[src/rtl/core_test_ctrl.sv]
// Purpose: loads a program into a core's instruction memory, runs the core until it
//          parks in a self-branch or hits a cycle limit, then checks selected registers.
// Latency: one program beat per cycle in LOAD, one register check per cycle in CHECK.
// Backpressure: prog_ready is high only in LOAD, so the program stream stalls at any other time.
// Ports: clk/reset (sync, active-high); start; prog_* word stream; imem_* write port;
//        core_reset and pc to/from the core; exp_idx/exp_val expected registers;
//        rf_raddr/rf_rdata debug read; busy/done/pass/timeout/overflow/fail_idx/cycle_count status.
module core_test_ctrl #(
    parameter int XLEN           = 32,
    parameter int IMEM_DEPTH     = 64,
    parameter int NUM_CHECKS     = 2,
    parameter int TIMEOUT_CYCLES = 1000,
    localparam int AW = $clog2(IMEM_DEPTH),
    localparam int FW = $clog2(NUM_CHECKS) + 1
) (
    input  logic                    clk,
    input  logic                    reset,
    input  logic                    start,
    input  logic                    prog_valid,
    output logic                    prog_ready,
    input  logic [XLEN-1:0]         prog_data,
    input  logic                    prog_last,
    output logic                    imem_we,
    output logic [AW-1:0]           imem_addr,
    output logic [XLEN-1:0]         imem_wdata,
    output logic                    core_reset,
    input  logic [XLEN-1:0]         pc,
    input  logic [NUM_CHECKS*5-1:0] exp_idx,
    input  logic [NUM_CHECKS*XLEN-1:0] exp_val,
    output logic [4:0]              rf_raddr,
    input  logic [XLEN-1:0]         rf_rdata,
    output logic                    busy,
    output logic                    done,
    output logic                    pass,
    output logic                    timeout,
    output logic                    overflow,
    output logic [FW-1:0]           fail_idx,
    output logic [31:0]             cycle_count
);

    typedef enum logic [2:0] {IDLE, LOAD, RUN, CHECK, DONE} state_t;

    state_t state, state_nxt;

    logic [AW-1:0]              waddr;
    logic [NUM_CHECKS*5-1:0]    exp_idx_q;
    logic [NUM_CHECKS*XLEN-1:0] exp_val_q;
    logic [XLEN-1:0]            pc_prev;
    logic [FW-1:0]              chk_k;

    logic            beat;
    logic            addr_full;
    logic            load_end;
    logic            halt;
    logic            tmo;
    logic [4:0]      chk_idx;
    logic [XLEN-1:0] chk_val;
    logic            chk_ok;
    logic            chk_last;

    // prog_ready is 1 throughout LOAD, so every valid beat in LOAD is accepted.
    assign beat      = (state == LOAD) && prog_valid;
    assign addr_full = (waddr == AW'(IMEM_DEPTH - 1));
    // The last memory word always ends the load, whether or not the stream says so.
    assign load_end  = beat && (prog_last || addr_full);
    // The first RUN cycle has no valid previous PC, hence the cycle_count guard.
    assign halt      = (cycle_count >= 32'd2) && (pc == pc_prev);
    assign tmo       = (cycle_count >= 32'(TIMEOUT_CYCLES));

    always_comb begin
        chk_idx = '0;
        chk_val = '0;
        for (int k = 0; k < NUM_CHECKS; k++) begin
            if (chk_k == FW'(k)) begin
                chk_idx = exp_idx_q[k*5 +: 5];
                chk_val = exp_val_q[k*XLEN +: XLEN];
            end
        end
    end

    assign chk_ok   = (rf_rdata == chk_val);
    assign chk_last = (chk_k == FW'(NUM_CHECKS - 1));

    // State register
    always_ff @(posedge clk) begin
        if (reset) begin
            state <= IDLE;
        end else begin
            state <= state_nxt;
        end
    end

    // Next-state logic; halt is tested before timeout so a same-cycle halt wins.
    always_comb begin
        state_nxt = state;
        case (state)
            IDLE:    if (start) state_nxt = LOAD;
            LOAD:    if (load_end) state_nxt = RUN;
            RUN: begin
                if (halt)     state_nxt = CHECK;
                else if (tmo) state_nxt = DONE;
            end
            CHECK:   if (!chk_ok || chk_last) state_nxt = DONE;
            DONE:    if (start) state_nxt = LOAD;
            default: state_nxt = IDLE;
        endcase
    end

    // Output logic
    always_comb begin
        prog_ready = 1'b0;
        imem_we    = 1'b0;
        imem_addr  = '0;
        imem_wdata = '0;
        core_reset = 1'b1;
        busy       = 1'b0;
        done       = 1'b0;
        rf_raddr   = '0;
        case (state)
            LOAD: begin
                prog_ready = 1'b1;
                imem_we    = prog_valid;
                imem_addr  = waddr;
                imem_wdata = prog_data;
                busy       = 1'b1;
            end
            RUN: begin
                core_reset = 1'b0;
                busy       = 1'b1;
            end
            CHECK: begin
                core_reset = 1'b0;
                busy       = 1'b1;
                rf_raddr   = chk_idx;
            end
            DONE:    done = 1'b1;
            default: ;
        endcase
    end

    // Datapath and result registers
    always_ff @(posedge clk) begin
        if (reset) begin
            waddr       <= '0;
            exp_idx_q   <= '0;
            exp_val_q   <= '0;
            pc_prev     <= '0;
            chk_k       <= '0;
            pass        <= 1'b0;
            timeout     <= 1'b0;
            overflow    <= 1'b0;
            fail_idx    <= '0;
            cycle_count <= '0;
        end else begin
            pc_prev <= pc;
            case (state)
                IDLE, DONE: begin
                    if (start) begin
                        exp_idx_q   <= exp_idx;
                        exp_val_q   <= exp_val;
                        waddr       <= '0;
                        chk_k       <= '0;
                        pass        <= 1'b0;
                        timeout     <= 1'b0;
                        overflow    <= 1'b0;
                        fail_idx    <= '0;
                        cycle_count <= '0;
                    end
                end
                LOAD: begin
                    if (beat) begin
                        // Saturate at the top word rather than wrap over word 0.
                        if (!addr_full) waddr <= waddr + AW'(1);
                        if (addr_full && !prog_last) overflow <= 1'b1;
                        if (load_end) cycle_count <= 32'd1;
                    end
                end
                RUN: begin
                    if (halt)      chk_k   <= '0;
                    else if (tmo)  timeout <= 1'b1;
                    else           cycle_count <= cycle_count + 32'd1;
                end
                CHECK: begin
                    if (!chk_ok) begin
                        fail_idx <= chk_k;
                    end else if (chk_last) begin
                        pass     <= 1'b1;
                        fail_idx <= FW'(NUM_CHECKS);
                    end else begin
                        chk_k <= chk_k + FW'(1);
                    end
                end
                default: ;
            endcase
        end
    end

endmodule

[config.mk]
export PLATFORM = sky130hd
export DESIGN_NAME = core_test_ctrl
export DESIGN_NICKNAME = d
export VERILOG_FILES = /design/src/rtl/core_test_ctrl.sv
export SDC_FILE = /design/constraint.sdc
export NUM_CORES = 1
export LEC_CHECK = 0
export CAP_MARGIN = 5
export CORE_MARGIN = 5
export CORE_UTILIZATION = 49
export DETAILED_ROUTE_END_ITERATION = 12
export PLACE_DENSITY = 0.95
export SLEW_MARGIN = 20
export SYNTH_ARGS = -nofsm -noshare
export SYNTH_HDL_FRONTEND = slang
export SYNTH_SLANG_ARGS = --single-unit
[constraint.sdc]
create_clock -name clk -period 5.4 [get_ports clk]
set_input_delay 0.54 -clock clk [delete_from_list [all_inputs] [get_ports clk]]
set_output_delay 0.54 -clock clk [all_outputs]
set_load 0.01 [all_outputs]
==> impl_metrics.yaml <==
critical_path:
  cp_max_fo: 97
  critPathKind: "reg -> reg"
  r2r_cells: 10
  cp-start-kind: "flop"
  cp.required_ns: 5.74
  arrival_ns: 3.46
  worstSetupEndpointType: "flop"
  reg2reg_to: "state[0]$_SDFFE_PP0P_"
  rrSetupSlack_ns: 2.28
  reg2reg_from: "chk_k[1]$_SDFFE_PP0P_"
global_route:
  grt_pass1_vias: 7268
  grt_use_total_pct: 25.8
  grt_max_degree: 141
  antenna_found_initial: 1
  grt_overflow: 0
  grt_pass1_wl_microns: 37100
logic_synthesis:
  yosysSeqAreaShare_pct: 41.5
  synth_top_flop_cell: "dfxtp_1"
  yosys_warnings: 0
  synthArstFlopShare_pct: 0
  postSynthCellCount: 932
  syn_avg_cell_area_sq_um: 7.98
  synth_seq_cells: 154
  synth-edff-count: 0
  syn_area_sq_mm: 0.00744
  mappedNetlistNets: 1112
  synth_cell_types: 47
power:
  pwr-share-seq_pct: 40.9
  switching_power_uw: 963
  ir_drop_uv: 241
  switching_share_pct: 30.9
  power.internal_uw: 2160
  p_per_area_mw_per_mm2: 293
  power_frac_comb_pct: 22.1
  power.leakage_uw: 0.00416
  clkPwrFrac_pct: 37.0
final_layout:
  postLayoutCoreUtil_pct: 70.8
  final_nets: 1331
  drive_above_1_share_pct: 4.12
  areaGrowthSynthToFinish_pct: 43.1
  fin_cells: 1353
cts:
  ctsHtreeMaxLevel: 4
  tritoncts: "yes"
  cts_buffers: 17
  clock-root-buffer: "clkbuf_16"
  post_cts_resized: 0
  cts_max_path_buffers: 2
  clk_latency_ns: 0.43
  cts_sinks: 154
  cts_hold_buf: 0
  postCtsSetupBuffers: 0
  clkTransAtPathRegs_ns: 0.07
routing:
  wirelength_microns: 23900
  wl_per_cell_microns: 17.7
  drc: 0
  num_vias: 7677
  drtIter0Drc: 860
  ant_nets: 0
  routed_via_density: 5.67
  first_pass_iters: 6
floorplan:
  start_util_pct: 49.5
  die_w_microns: 133
  ios: 260
  coreArea_sq_mm: 0.0150
  std_cell_rows: 45
  fp.dieArea_sq_mm: 0.0177
  die_h_microns: 133
timing:
  slew_violations: 0
  relSlewSlack_pct: 49.1
  period_minus_slack_ns: 3.12
  tightest_slew_ns: 0.758
  holdWs_ns: 0.456
  finalSetupTns_ns: 0
  final.setup.worst_slack_ns: 2.28
  rsz0062_at_grt: "no"
  fin_worst_skew_ns: 0.00682
  final-setup-viol-count: 0
  min_period_over_period_pct: 57.7
  max_freq_mhz: 321
  hold_viol: 0
worst_hold_path:
  hold_path_startpoint: "exp_idx_q[4]$_SDFFE_PP0P_"
  hold_end: "exp_idx_q[4]$_SDFFE_PP0P_"
  hold_path_class: "reg -> reg"
  worstHoldPathCells: 2
outcome:
  outcome: "finished, final reports clean"
placed_design:
  dp_cells: 1319
  port_buffers: 259
  dp.final_hpwl_microns: 17100
  post-place-ws_ns: 2.06
  gp_congestion: 0.849
flow_run:
  cap_violations: 0
## per-stage QoR
stage | cell area, sq um | total power, uW
after detailed placement | 10000 | 1980
final | 10600 | 3120
after global placement | 10000 | 1960
after global routing | 10600 | 3250
after floorplan | 7440 | 1660
after CTS | 10600 | 3120
## layer usage
| layer | routed length, microns | track usage (%) | up-vias |
|---|---|---|---|
| met5 | 0 | 0 | - |
| met2 | 11800 | 44.6 | 336 |
| met1 | 9060 | 29.7 | 3576 |
| li1 | - | - | 3723 |
| met3 | 2480 | 9.21 | 42 |
| met4 | 561 | 8.40 | 0 |
## worst max-delay path, cell delays in order (launching register included)
cell	delay (ns)
dfxtp_1	0.30
inv_1	0.16
ha_4	0.40
buf_16	0.33
and3_1	0.21
a211oi_1	0.05
a2111oi_1	0.49
nand4_1	0.32
nor4_4	0.41
a211oi_2	0.10
o31ai_1	0.23
## how the worst max path moves through the flow
stage,start,to,slack (ns),depth (start not counted)
2_1_floorplan,chk_k[1]$_SDFFE_PP0P_,state[1]$_SDFFE_PP0P_,2.99,12
3_3_place_gp,chk_k[1]$_SDFFE_PP0P_,state[1]$_SDFFE_PP0P_,2.19,9
3_5_place_dp,chk_k[1]$_SDFFE_PP0P_,state[0]$_SDFFE_PP0P_,2.06,9
4_1_cts,chk_k[1]$_SDFFE_PP0P_,state[0]$_SDFFE_PP0P_,1.99,9
5_1_grt,chk_k[1]$_SDFFE_PP0P_,state[1]$_SDFFE_PP0P_,1.97,10
6_report,chk_k[1]$_SDFFE_PP0P_,state[0]$_SDFFE_PP0P_,2.28,10
## layout by cell type (no fill, tap or decap), types with 3 or more instances in the layout
cell               n
o211ai_1           3
nor4_1            17
nand4_1            7
o21ai_0           16
and4b_1           32
clkbuf_16         17
and3_1            65
ha_1               3
nor2_1            31
buf_4              6
nand3b_1          24
nand3_1           12
and2_1            23
nand2_1          182
a211oi_1          27
inv_1             11
or3_1              8
dfxtp_1          154
a2111oi_0          7
nor3_1            10
a21oi_1          126
xor2_1            34
inv_8              4
clkdlybuf4s50_1  258
nor2b_1           33
inv_6              5
a31oi_1           11
o31ai_1            3
## kinds of logic after synthesis
logic type / after synthesis / share of synthesized area (%)
adders and majority gates: 5 / 0.841
AOI/OAI and AO/OA: 207 / 16.2
muxes: 1 / 0.135
xor gates and xnor gates: 35 / 4.12
and+or+nand+nor: 454 / 32.9
DFF: 154 / 41.5
buffers and inverters: 76 / 4.36
## sequential cells by signal, indices dropped and copies added, names as in the netlist
name and flops:
exp_val_q 64, cycle_count 32, pc_prev 32, exp_idx_q 10
waddr 6, state 3, chk_k 2, fail_idx 2
overflow 1, pass 1, timeout 1
## layout make-up
| type | count | area [sq um] |
|---|---|---|
| Antenna cell | 1 | 2.50 |
| Inverter | 11 | 41.3 |
| Clock buffer | 18 | 439 |
| Clock inverter | 14 | 126 |
| Timing Repair Buffer | 265 | 2660 |
| Tap cell | 188 | 235 |
| Fill cell | 1133 | 4390 |
| Sequential cell | 154 | 3080 |
| Multi-Input combinational cell | 702 | 4060 |
## synthesized netlist by cell type (2+ instances only)
library cell    n  share of area, %
nand2_1       183               9.2
dfxtp_1       154                41
a21oi_1       126               8.5
and3_1         65               5.5
clkbuf_1       49               2.5
xor2_1         34               4.0
nor2b_1        33               2.8
and4b_1        32               4.3
nor2_1         32               1.6
a211oi_1       27               2.7
and2_1         24               2.0
nand3b_1       24               2.4
nor4_1         17               1.4
o21ai_0        16               1.1
nand3_1        12              0.81
a31oi_1        11              0.93
inv_1          11              0.56
nor3_1         10              0.67
or3_1           8              0.67
a2111oi_0       7              0.82
buf_2           7              0.47
nand4_1         7              0.59
ha_1            5              0.84
buf_1           4              0.20
buf_6           3              0.45
o211ai_1        3              0.30
o31ai_1         3              0.30
a21o_1          2              0.20
buf_4           2              0.20
o21a_1          2              0.20
o21ai_1         2              0.13
or4_1           2              0.20
## power by group through the flow
stage / sequential (uW) / combinational [uW] / clock, uW
finish: 1280 / 688 / 1150
global route: 1290 / 756 / 1210
CTS: 1280 / 686 / 1160
detailed placement: 1300 / 680 / 0
global placement: 1300 / 663 / 0
floorplan: 1280 / 375 / 0
(Power assumes the default switching activity.)
